<file path="src/rtl/task_packer.sv">
// task_packer: assembles five 32-bit host words into one 144-bit search task
// and presents it on a valid/ready output with a one-entry output register.
// Word 4 contributes only its low 16 bits (task bits [143:128]).
// Optional framing check against input_last is enabled by defining the
// macro PACKER_LAST_CHECK_EN. When it is enabled, short and long frames are
// dropped and counted in a saturating drop counter. In the default build,
// framing is purely by word count and drop_count is tied to zero.

module task_packer #(
    parameter int WORDS  = 5,
    parameter int DROP_W = 8
) (
    input  logic               clock,
    input  logic               reset,
    input  logic [31:0]        input_data,
    input  logic               input_valid,
    output logic               input_ready,
    input  logic               input_last,
    output logic [143:0]       output_data,
    output logic               output_valid,
    input  logic               output_ready,
    output logic [DROP_W-1:0]  drop_count
);

    // The task layout is hard-wired around five words; reject anything else.
    if (WORDS != 5) begin : g_words_check
        $error("task_packer: WORDS must be 5 for the 144-bit task");
    end

    localparam logic [2:0] LAST_IDX = 3'd4;

    logic [2:0]   r_idx;
    logic [127:0] r_asm;
    logic [143:0] r_out_data;
    logic         r_out_valid;

    logic w_in_fire;
    logic w_load;
    logic w_store;
    logic w_wrap;

    // Only word 4 has to wait for the output register; words 0..3 land in
    // the assembly register and can overlap a stalled task.
    assign input_ready = !((r_idx == LAST_IDX) && r_out_valid && !output_ready);
    assign w_in_fire   = input_valid && input_ready;

`ifdef PACKER_LAST_CHECK_EN
    logic              r_skip;
    logic [DROP_W-1:0] r_drop_count;
    logic              w_short;
    logic              w_long;

    // A word marked last before word 4 ends a short frame; word 4 without
    // last starts a long frame whose tail is swallowed until the next last.
    assign w_short = w_in_fire && !r_skip && input_last && (r_idx != LAST_IDX);
    assign w_long  = w_in_fire && !r_skip && !input_last && (r_idx == LAST_IDX);
    assign w_load  = w_in_fire && !r_skip && input_last && (r_idx == LAST_IDX);
    assign w_store = w_in_fire && !r_skip && (r_idx != LAST_IDX);
    assign w_wrap  = w_in_fire && (r_skip || input_last || (r_idx == LAST_IDX));

    // Discard mode for the remainder of a long frame.
    always_ff @(posedge clock) begin
        if (reset) begin
            r_skip <= 1'b0;
        end else if (w_long) begin
            r_skip <= 1'b1;
        end else if (w_in_fire && r_skip && input_last) begin
            r_skip <= 1'b0;
        end
    end

    // Saturating count of malformed frames.
    always_ff @(posedge clock) begin
        if (reset) begin
            r_drop_count <= '0;
        end else if ((w_short || w_long) && (r_drop_count != '1)) begin
            r_drop_count <= r_drop_count + 1'b1;
        end
    end

    assign drop_count = r_drop_count;
`else
    logic w_unused;

    assign w_load     = w_in_fire && (r_idx == LAST_IDX);
    assign w_store    = w_in_fire && (r_idx != LAST_IDX);
    assign w_wrap     = w_load;
    assign drop_count = '0;
    // input_last carries no meaning when framing is by word count alone.
    assign w_unused   = &{1'b0, input_last};
`endif

    // Word index within the current frame; returns to 0 at every frame end.
    // NOTE: state registers use non-blocking assignments so every flop in
    // the design samples pre-edge values, independent of block ordering.
    always_ff @(posedge clock) begin
        if (reset) begin
            r_idx <= '0;
        end else if (w_wrap) begin
            r_idx <= '0;
        end else if (w_in_fire) begin
            r_idx <= r_idx + 3'd1;
        end
    end

    // Assembly register for words 0..3; never cleared between frames, each
    // frame simply overwrites it.
    always_ff @(posedge clock) begin
        if (reset) begin
            r_asm <= '0;
        end else if (w_store) begin
            r_asm[{r_idx[1:0], 5'd0} +: 32] <= input_data;
        end
    end

    // Output register: loads on word-4 acceptance, holds while stalled,
    // drops valid after a handshake unless a new task reloads it.
    always_ff @(posedge clock) begin
        if (reset) begin
            r_out_data  <= '0;
            r_out_valid <= 1'b0;
        end else if (w_load) begin
            r_out_data  <= {input_data[15:0], r_asm};
            r_out_valid <= 1'b1;
        end else if (r_out_valid && output_ready) begin
            r_out_valid <= 1'b0;
        end
    end

    assign output_data  = r_out_data;
    assign output_valid = r_out_valid;

endmodule

</file>
<file path="config.mk">
export PLATFORM = sky130hd
export DESIGN_NAME = task_packer
export DESIGN_NICKNAME = d
export VERILOG_FILES = /design/src/rtl/task_packer.sv
export SDC_FILE = /design/constraint.sdc
export NUM_CORES = 1
export LEC_CHECK = 0
export ABC_CLOCK_PERIOD_IN_PS = 5650
export BUFFER_PORTS_ARGS = -buffer_cell sky130_fd_sc_hd__buf_2
export CORE_MARGIN = 2
export CORE_UTILIZATION = 40
export CTS_CLUSTER_SIZE = 20
export DETAILED_ROUTE_END_ITERATION = 6
export GPL_ROUTABILITY_DRIVEN = 0
export PLACE_DENSITY = 0.66
export SLEW_MARGIN = 10
export SYNTH_ARGS = -nofsm -noshare
export SYNTH_HDL_FRONTEND = slang
export SYNTH_SLANG_ARGS = --single-unit
</file>
<file path="constraint.sdc">
create_clock -name clock -period 5.65 [get_ports clock]
set_clock_uncertainty 0.05 [all_clocks]
set_input_delay 0.8475 -clock clock [delete_from_list [all_inputs] [get_ports clock]]
set_output_delay 0.8475 -clock clock [all_outputs]
set_load 0.01 [all_outputs]
</file>
# Word-level counts from Yosys, hierarchy flattened

Cells that the tools add are included.

$add $sub $neg: 2
Eq/ne operators: 2
Shift-type cells: 2
Muxes and demuxes: 3
Reduce and logical (&&, ||, !) cells: 10

Operators by type and width:

| kind                                                                      | count |
|---|---|
| 128-bit bitwise mux                                                       | 1 |
| 32-bit by 9-bit variable shift with 128-bit output (first input constant) | 1 |
| 32-bit by 9-bit indexed part select with 128-bit output                   | 1 |
| 7-bit negator with 9-bit output                                           | 1 |
| 1-bit logical AND                                                         | 6 |
| 3-bit by 1-bit adder with 3-bit output (second input constant)            | 1 |
| 3-bit equality test (second input constant)                               | 1 |
| 3-bit != test (second input constant)                                     | 1 |
| 1-bit zero test                                                           | 2 |
| 1-bit two-way mux                                                         | 2 |
| 2-bit nonzero test                                                        | 1 |
| 2-bit OR reduction                                                        | 1 |

Register bits after elaboration: 276
Bits of input ports: 37
Output and inout bits: 154
Logic and storage cells: 23

# Longest topological paths before layout

Gate-level depths: netlist of run 1.

Word-level depth: 7
Depth in mapped cells: 9
Depth with buffers taken out: 5

# Least setup slack after synthesis of run 1

OpenSTA, ideal clock, no wires.

Kind: reg-to-output
From: register r_idx[0]
To: output port input_ready
Arrival: 1,453 ps
Path slack: 3,300 ps
Cell stages (with the launch flop): 7
Buffers on the path: 2
Path through: dfxtp_1 > clkbuf_1 > inv_1 > ha_1 > buf_2 > and4b_1 > inv_1

Cells in the longest elaborated chain, start to end: 4

RTL lines:

| what                           | line | RTL |
|---|---|---|
| start, declared                | 32   | `logic [2:0] r_idx;` |
| start signal, assigned         | 102  | `r_idx <= r_idx + 3'd1;` |
| 3-bit equality test            | 44   | `assign input_ready = !((r_idx == LAST_IDX) && r_out_valid && !output_ready);` |
| 1-bit logical AND (2 in a row) | 44   |  |
| 1-bit zero test                | 44   |  |
| end, declared                  | 17   | `output logic input_ready,` |

No other way between the ends.

# Worst setup path in the final report of run 1

From: register r_idx[0]
To: register r_out_data[69] (netlist: output_data[69])

Cells in the longest elaborated chain, start to end: 6

RTL lines:

| what                           | line   | RTL |
|---|---|---|
| 3-bit equality test (*)        | 44, 85 |  |
| 1-bit logical AND (2 in a row) | 44     |  |
| 1-bit zero test                | 44     |  |
| 1-bit logical AND              | 45     | `assign w_in_fire = input_valid && input_ready;` |
| 1-bit logical AND (*)          | 85     | `assign w_load = w_in_fire && (r_idx == LAST_IDX);` |
| end signal, assigned           | 123    | `r_out_data <= {input_data[15:0], r_asm};` |
| end, declared                  | 34     | `logic [143:0] r_out_data;` |

Every way passes the cells marked *; elsewhere a longest branch is shown, timed or not.
A chain may end at the register's enable or synchronous reset.

==> results.md, run 1 <==
* Status: finished clean
* Critical path startpoint category: flip-flop
* Post-route ant nets at 0
* First-pass GRT wire length at approximately 54 mm
* Synth Area in Adders at less than 1%
* DR vias/cell at 5.75
* Yosys warnings at 0
* CP Cell Sequence: inv_1, ha_1, nand3_4, buf_12, or3b_1, a21oi_1
* Max Fclk at between 200 and 300 MHz
* Filler cells at 2764
* H-tree depth reported by CTS at 1
* Die Y at between 150 and 200 µm
* Largest net degree at the start of global routing at 202
* LEAKAGE at roughly 4.6 nW
* Post-Synth Simple-Gate Area at between 10% and 20%
* Largest family of logic cells by synthesized area: compound AO/OA/AOI/OAI gates
* Num CTS Buffers at 30
* Avg WL per Cell at between 20 and 25 µm
* Row count at ~60
* Top delay family on crit path: simple AND/OR/NAND/NOR gates
* Worst path slowest cell: nand3_4
* Buf+Inv Stages, Crit Path at 2
* Synth Register Bits at roughly 280
* Nets@finish at between 1000 and 1500
* # hold bufs at CTS at 0
* GRT overflow at 0
* Final number of hold-violating endpoints at 0
* Register area share after synthesis at between 40% and 50%
* Post-synth EDFFs at 0
* Mean area per synthesized cell at about 9 µm²
* Routed WL at between 30 and 40 mm
* Clock net sink count at roughly 280
* Worst Path Max Fanout at about 200
* Final setup vio count at 0
* Root buf cell: clkbuf_16
* Final worst-path cycle share at approximately two thirds
* Core area at around 0.028 mm²
* VDD IR max at between 0.2 and 0.25 mV
* Synth Area in Compound Gates at 24.4%
* CP required at 6060 ps
* Iter 0 DRT Violations at roughly 930
* Port-buffer cells at around 180
* Die width at ~170 µm
* GRT Total Usage at approximately 22%
* Pins Over Slew Limit at 0
* Min cycle time layout at about 3700 ps
* Remaining DRCs at 0
* Yosys cell types at 29
* Starting Density at about two fifths
* Ant diodes at 0
* Xor/xnor cell area share of the yosys netlist at 0%
* Hpwl dp at 19.8 mm
* Buffer depth of the longest clock path at 3
* Tightest Pin Transition at 1230 ps
* Unrepaired setup endpoints after global routing: no
* Layout cells sized above 1 at a little under a fifth
* Mux contribution to synthesized area at 0%
* Initial antenna violation count at 0
* Post-synth top flop: dfxtp_1
* Gate count of the mapped netlist at between 1000 and 1500
* Max incr delay on CP at 790 ps
* Worst hold path class: reg2reg
* Post-CTS Setup Bufs at 0
* P&R area growth vs syn at 15.6%
* Setup TNS Final at 0 ps
* Clock Latency Late Sink at roughly 550 ps
* Worst slew margin at 18.2%
* Fin Hold WS at between 400 and 500 ps
* Post-Syn Area at ~0.011 mm²
* Ports at between 150 and 200
* Setup Crit Path Kind: reg2reg
* Async S/R FF share, synth at 0%
* CTS tree: yes
* Pwr dens at approximately 310 mW/mm²
* Die Area at around 0.030 mm²
* Clock slew at reported path FFs at 60 ps
* Vias in the first global route at 9201
* Crit. End Element: flip-flop
* CP arrival at slightly above 4000 ps
* Via Count at between 10000 and 15000
* Resize count post-CTS at 0
* # Max-Cap Violations at 0
* Pre-antenna DRT Iters at 7
## layout by cell type (no fill, tap or decap), types with 3 or more instances in the layout
cell type  count
clkbuf_16     31
inv_1          8
clkinv_2       3
ha_1           6
nand4_1      126
o21ai_0      244
buf_4         11
a21oi_1      276
dfxtp_1      276
buf_2        180
o21ai_1       30
clkbuf_1       7
or3b_1       144
conb_1         8
clkbuf_8      10
buf_12         3
## cell families (layout without fill, tap and decap cells)
kind of cell    count (synthesis)  after routing
flops                         276            276
other cells                     1              8
buf+inv                       181            258
fa+ha+maj                       6              6
compound gates                554            554
simple gates                  284            284
## tightest hold or removal path, cell delays in order, from the launching register on
cell and delay [ps]:
dfxtp_1 300, o21ai_0 60, a21oi_1 60
## sequential cells by signal, indices dropped and copies added, names as in the netlist
name,flops
output_data,144
output_valid,1
r_idx,3
r_asm,128
## worst paths after layout
| path | slack, ps | end | start | depth (start not counted) |
|---|---|---|---|---|
| worst max-delay path | 1980 | output_data[69]$_SDFFE_PP0P_ | r_idx[0]$_SDFFE_PP0N_ | 6 |
| worst max register to register | 1980 | output_data[69]$_SDFFE_PP0P_ | r_idx[0]$_SDFFE_PP0N_ | 6 |
| worst min-delay path | 420 | r_asm[31]$_SDFFE_PP0P_ | r_asm[31]$_SDFFE_PP0P_ | 2 |
| worst min register to register | 420 | r_asm[31]$_SDFFE_PP0P_ | r_asm[31]$_SDFFE_PP0P_ | 2 |
## stage by stage
stage	power, mW	std cells	area, µm²	util [%]	setup slack, ps
2_1_floorplan	2.16	1309	11500	-	3300
3_3_place_gp	2.25	1709	12200	43.6	2260
3_5_place_dp	2.25	1709	12200	43.6	2210
4_1_cts	4.19	1762	13200	47.2	2210
5_1_grt	4.29	1764	13200	47.3	1780
6_report	4.16	1764	13200	47.3	1980
## layer usage
layer  up-vias  share of wire [%]  track usage (%)
li1       4903                  -                -
met1      4859                 46             32.0
met2       322                 45             34.2
met3        59                6.4             4.53
met4         0                2.8             6.50
met5         -                  0                0
## cells in the mapped netlist (3+ instances only)
master / n / share of area [%]
dfxtp_1: 276 / 48
o21ai_0: 244 / 11
nand4_1: 126 / 6.9
buf_4: 8 / 0.53
nor3b_2: 3 / 0.33
buf_2: 24 / 1.1
a21oi_1: 276 / 12
or3b_1: 144 / 11
inv_1: 8 / 0.26
o21ai_1: 30 / 1.3
clkbuf_1: 123 / 4.0
buf_6: 14 / 1.4
ha_1: 6 / 0.66
## power by group
part	internal (mW)	switching [mW]
registers	1.96	0.00844
clock network	1.16	0.786
logic	0.0446	0.203
## final cells by class
| type | instances | area (µm²) | share of cell area [%] |
|---|---|---|---|
| Clock buffer | 47 | 926 | 7.00 |
| Clock inverter | 6 | 60.1 | 0.454 |
| Inverter | 8 | 30.0 | 0.227 |
| Multi-Input combinational cell | 852 | 5100 | 38.6 |
| Sequential cell | 276 | 5530 | 41.8 |
| Tap cell | 378 | 473 | 3.58 |
| Timing Repair Buffer | 197 | 1100 | 8.32 |
Power figures use the tool's default switching activity.
==> inputs of run 2 (changes only) <==
Settings changed: ABC_CLOCK_PERIOD_IN_PS 5650 to 3200, PLACE_DENSITY 0.66 to 0.68.
Clock period 5.65 ns to 3.2 ns, I/O delays scaled along.
==> run 2 against run 1 <==
  * Count of clock-buffer cells in the layout shrank 2
  * Register-to-register slack got worse by 1100 ps
  * Routed wire length decreased by 2.4%
  * Non-clock buffer count is 17 higher
  * Global-route usage down 0.49 points
  * Worst hold slack worse by 220 ps
==> results.md, run 2 (synthesis results as in run 1) <==
* Max Fclk at ~440 MHz
* Layout cells sized above 1 at 19.0%
* Largest net degree at the start of global routing at 87
* Routed WL at ~35 mm
* Final worst setup slack at roughly 920 ps
* Stages on worst setup path at 5
* H-tree depth reported by CTS at 1
* Worst hold path class: in2reg
* Die width at roughly 170 µm
* Clock Latency Late Sink at around 550 ps
* GRT Total Usage at 21.9%
* Resize count post-CTS at 0
* Post-route ant nets at 0
* First-pass GRT wire length at ~53 mm
* Setup Crit Path Kind: reg2out
* Pins Over Slew Limit at 0
* Iter 0 DRT Violations at 1021
* Max incr delay on CP at between 400 and 500 ps
* Unrepaired setup endpoints after global routing: no
* Tightest Pin Transition at just over 900 ps
* VDD IR max at between 0.4 and 0.5 mV
* # Max-Cap Violations at 0
* LEAKAGE at ~4.7 nW
* CP required at between 2000 and 3000 ps
* Number of flip-flops under the largest register name at 144
* Remaining DRCs at 0
* Top delay family on crit path: flip-flops
* FF/Latch Area at 0.00553 mm²
* Num CTS Buffers at 30
* Pwr dens at approximately 550 mW/mm²
* Most frequent cells in the layout: a21oi_1, dfxtp_1, o21ai_0, buf_2, or3b_1
* Hold Crit Depth at 3
* Status: finished clean
* Die Area at ~0.030 mm²
* Worst path slowest cell: dfxtp_1
* Pre-antenna DRT Iters at 5
* Buffer depth of the longest clock path at 3
* Place WS at around 1000 ps
* Port-buffer cells at 181
* Clock net sink count at around 280
* Vias in the first global route at roughly 9200
* Final setup vio count at 0
* Ant diodes at 0
* DR vias/cell at 5.73
* Hpwl dp at 21.0 mm
* Nets@finish at ~1400
* Setup TNS Final at 0 ps
* Filler cells at between 2000 and 3000
* Clock slew at reported path FFs at 60 ps
* Min cycle time layout at between 2000 and 2500 ps
* CTS tree: yes
* Final worst-path cycle share at 71.3%
* Critical path startpoint category: flip-flop
* Worst Path Max Fanout at 5
* Worst path most repeated cell: inv_1
* CP arrival at 1750 ps
* Post-CTS Setup Bufs at 0
* Root buf cell: clkbuf_16
* Multi-input logic area at ~0.0051 mm²
* Core area at approximately 0.028 mm²
* FF-to-FF path depth at 7
* Starting Density at 40.9%
* Die Y at ~170 µm
* Final number of hold-violating endpoints at 0
* Crit. End Element: output port
* P&R area growth vs syn at 17.8%
* GRT overflow at 0
* CP Cell Sequence: inv_1, ha_1, and4b_1, inv_1, buf_2
* Buf+Inv Stages, Crit Path at 3
* Initial antenna violation count at 2
* Fin Hold WS at around 200 ps
* Avg WL per Cell at roughly 20 µm
* Via Count at roughly 10000
* Ports at between 150 and 200
* # hold bufs at CTS at 0
* Worst slew margin at about two fifths
* Row count at between 60 and 70
## run 2: cell count changes in the layout (fill, tap and decap cells not counted), sizes merged
| cell | change |
|---|---|
| clkbuf | -2 |
| clkinvlp | -1 |
| bufinv | +1 |
| buf | +17 |
| clkinv | +2 |
## run 2: metrics by stage
| stage | instances | total power [mW] | util [%] | instance area [µm²] |
|---|---|---|---|---|
| detailed placement | 1728 | 3.99 | 44.7 | 12500 |
| floorplan | 1309 | 3.81 | - | 11500 |
| CTS | 1781 | 7.41 | 48.2 | 13500 |
| global route | 1781 | 7.59 | 48.2 | 13500 |
| finish | 1781 | 7.35 | 48.2 | 13500 |
| global placement | 1728 | 3.99 | 44.7 | 12500 |
## run 2: final timing paths
check / startpoint / end / slack (ps)
setup / recovery: r_idx[1]$_SDFFE_PP0N_ / input_ready / 920
hold / removal: output_ready / output_valid$_SDFFE_PP0P_ / 200
setup reg to reg: r_idx[1]$_SDFFE_PP0N_ / r_asm[104]$_SDFFE_PP0P_ / 920
hold reg to reg: r_asm[58]$_SDFFE_PP0P_ / r_asm[58]$_SDFFE_PP0P_ / 420
## run 2: layout make-up
class / instances / area share, %
clock buffers: 45 / 6.60
clock inverters: 8 / 0.687
repair buffers: 214 / 10.1
inverters: 8 / 0.223
flip-flops and latches: 276 / 41.0
multi-input cells: 852 / 37.8
well taps: 378 / 3.51
## run 2: tightest hold or removal path: cells and delay by family
family                 cells  cell delay [ps]
buffers and inverters      1              120
AOI/OAI and AO/OA          1               50
and+or+nand+nor            1              100
## run 2: power breakdown
group          switching [mW]  internal [mW]  leakage [nW]
logic                   0.357         0.0951          1.98
clock network            1.37           2.06         0.483
registers              0.0117           3.46          2.22
total                    1.74           5.61          4.69
## run 2: metal layers
| layer | vias up | routed length, µm | global-route usage (%) |
|---|---|---|---|
| met5 | - | 12 | 0 |
| met4 | 2 | 1200 | 7.31 |
| met3 | 64 | 2880 | 5.41 |
| met2 | 356 | 15200 | 33.3 |
| met1 | 4828 | 15300 | 30.5 |
| li1 | 4948 | - | - |
==> inputs of run 3 (changes only) <==
Settings changed: ABC_CLOCK_PERIOD_IN_PS 3200 to 2300, PLACE_DENSITY 0.68 to 0.66.
Clock period 3.2 ns to 2.3 ns, I/O delays scaled along.
==> run 3 against run 2 <==
  * Worst setup slack worse by 800 ps
  * Core utilization is 0.22 points lower
  * Register-to-register slack worse by 650 ps
  * Flip-flop and latch count stayed put
  * Count of clock-buffer cells in the layout is 5 lower
  * Largest cell class unchanged
==> results.md, run 3 (synthesis results as in run 1) <==
* Status: finished clean
* Worst reg2reg setup slack at about 270 ps
* Clock slew at reported path FFs at approximately 60 ps
* First-pass GRT wire length at ~54 mm
* Max layer used: met4
* Tightest Pin Transition at 902 ps
* H-tree depth reported by CTS at 1
* Clock Latency Late Sink at roughly 560 ps
* Iter 0 DRT Violations at around 1100
* Final worst-path cycle share at a little over nine tenths
* Worst Hold End: r_idx[0]$_SDFFE_PP0N_
* Post-CTS Setup Bufs at 0
* Final worst setup slack at between 100 and 150 ps
* Nets@finish at around 1400
* Die Y at roughly 170 µm
* Placed cell area at 0.0124 mm²
* Reg-to-reg critical path endpoint: output_data[47]$_SDFFE_PP0P_
* Remaining DRCs at 0
* Worst Path Max Fanout at 7
* Largest net degree at the start of global routing at 156
* Setup TNS Final at 0 ps
* Pre-antenna DRT Iters at 5
* Routed WL at about 35 mm
* Ant diodes at 0
* Most frequent cells in the layout: a21oi_1, dfxtp_1, o21ai_0, buf_2, or3b_1
* Routed wl met3 at just over 3 mm
* Pins Over Slew Limit at 0
* Critical path startpoint category: flip-flop
* FF/Latch Area at around 0.0055 mm²
* Starting Density at 40.9%
* Worst r2r src: r_idx[1]$_SDFFE_PP0N_
* Via Count at 10300
* Final setup vio count at 0
* Crit. End Element: output port
* Avg WL per Cell at between 15 and 20 µm
* Number of flip-flops under the largest register name at approximately 140
* Worst slew margin at between 30% and 40%
* Root buf cell: clkbuf_16
* Clock power share at roughly 46%
* Min cycle time layout at between 2000 and 2500 ps
* Final number of hold-violating endpoints at 0
* Ports at between 150 and 200
* Initial antenna violation count at 1
* Finished Layout Cells at about 1800
* GRT overflow at 0
* Max Fclk at about 460 MHz
* CTS tree: yes
* Vias in the first global route at 9341
* Unrepaired setup endpoints after global routing: no
* Core area at roughly 0.028 mm²
* Filler cells at 2787
* # hold bufs at CTS at 0
* Internal Power at 7.64 mW
* Buffer depth of the longest clock path at 3
* Hold Crit Depth at 2
* DR vias/cell at 5.77
* Met1 WL at about 16 mm
* Met2 WL post-DR at 15.8 mm
* LEAKAGE at between 4 and 5 nW
* Row count at just over 60
* Port-buffer cells at 181
* P&R area growth vs syn at 17.2%
* Multi-input logic area at roughly 0.0051 mm²
* GRT Total Usage at ~22%
* Num CTS Buffers at 30
* Logic pwr share at roughly 6.5%
* Die Area at 0.0300 mm²
* Layout cells sized above 1 at between 10% and 20%
* Worst hold path class: in2reg
* Pwr dens at ~760 mW/mm²
* HP Start: input_valid
* Total placed cells including tap cells at approximately 1700
* Net Sw Frac at 24.5%
* Resize count post-CTS at 1
* Hpwl dp at just over 20 mm
* CP arrival at 1780 ps
* Place WS at 286 ps
* VDD IR max at between 0.5 and 0.6 mV
* Fin area at 0.0134 mm²
* # Max-Cap Violations at 0
* CP required at between 1500 and 2000 ps
* FF-to-FF path depth at 6
* Setup Crit Path Kind: reg2out
* Sequential share of power at between 40% and 50%
* Post-route ant nets at 0
* Die width at 173 µm
* Clock net sink count at ~280
* Net Sw Power at ~2.5 mW
run 3: changes by cell type in the layout (fill, tap and decap cells not counted):
cell and delta:
buf_12 -2, buf_4 -1, bufinv_16 -1, clkbuf_1 -3, clkbuf_16 -1, clkbuf_8 -1, clkinv_2 +8, clkinv_8 +1
ha_1 -1, ha_2 +1, nor3b_2 -1, nor3b_4 +1
run 3: area by class of cell:
type | instances | share of cell area (%)
clock buffer | 40 | 6.25
clock inverter | 16 | 0.887
inverter | 8 | 0.224
multi-input combinational | 852 | 38.1
sequential | 276 | 41.2
tap | 378 | 3.53
timing repair buffer | 211 | 9.81
run 3: worst max path at each step:
| stage | startpoint | depth (start not counted) | slack, ps | to |
|---|---|---|---|---|
| after detailed placement | r_idx[1]$_SDFFE_PP0N_ | 6 | 290 | output_data[47]$_SDFFE_PP0P_ |
| after global placement | r_idx[1]$_SDFFE_PP0N_ | 6 | 310 | output_data[47]$_SDFFE_PP0P_ |
| final | r_idx[1]$_SDFFE_PP0N_ | 5 | 120 | input_ready |
| after global routing | r_idx[1]$_SDFFE_PP0N_ | 5 | 20 | input_ready |
| after CTS | r_idx[1]$_SDFFE_PP0N_ | 5 | 100 | input_ready |
| after floorplan | r_idx[0]$_SDFFE_PP0N_ | 8 | 220 | r_asm[66]$_SDFFE_PP0P_ |
run 3: worst max-delay path: stages (launching register included):
cell	delay (ps)
dfxtp_1	350
inv_1	120
ha_2	310
and4b_1	240
inv_1	60
buf_2	140
run 3: metrics by stage:
| step | utilization, % | total power, mW | hold WS [ps] |
|---|---|---|---|
| final | 48.0 | 10.1 | 54.4 |
| after CTS | 48.0 | 10.2 | 30.3 |
| after floorplan | - | 5.30 | 394 |
| after global routing | 48.0 | 10.5 | 69.2 |
| after global placement | 44.6 | 5.58 | 402 |
| after detailed placement | 44.6 | 5.58 | 409 |
run 3: per-layer routing:
layer / vias to the layer above / GRT usage [%]
met2: 374 / 34.0
met4: 0 / 5.16
met1: 4901 / 31.6
met3: 58 / 5.41
li1: 4944 / -
met5: - / 0
run 3: power by group through the flow:
| stage | registers, mW | logic [mW] | clock network [mW] |
|---|---|---|---|
| 6_report | 4.83 | 0.662 | 4.63 |
| 3_3_place_gp | 4.94 | 0.647 | 0 |
| 3_5_place_dp | 4.94 | 0.645 | 0 |
| 5_1_grt | 4.83 | 0.698 | 4.93 |
| 2_1_floorplan | 4.93 | 0.371 | 0 |
| 4_1_cts | 4.83 | 0.649 | 4.73 |
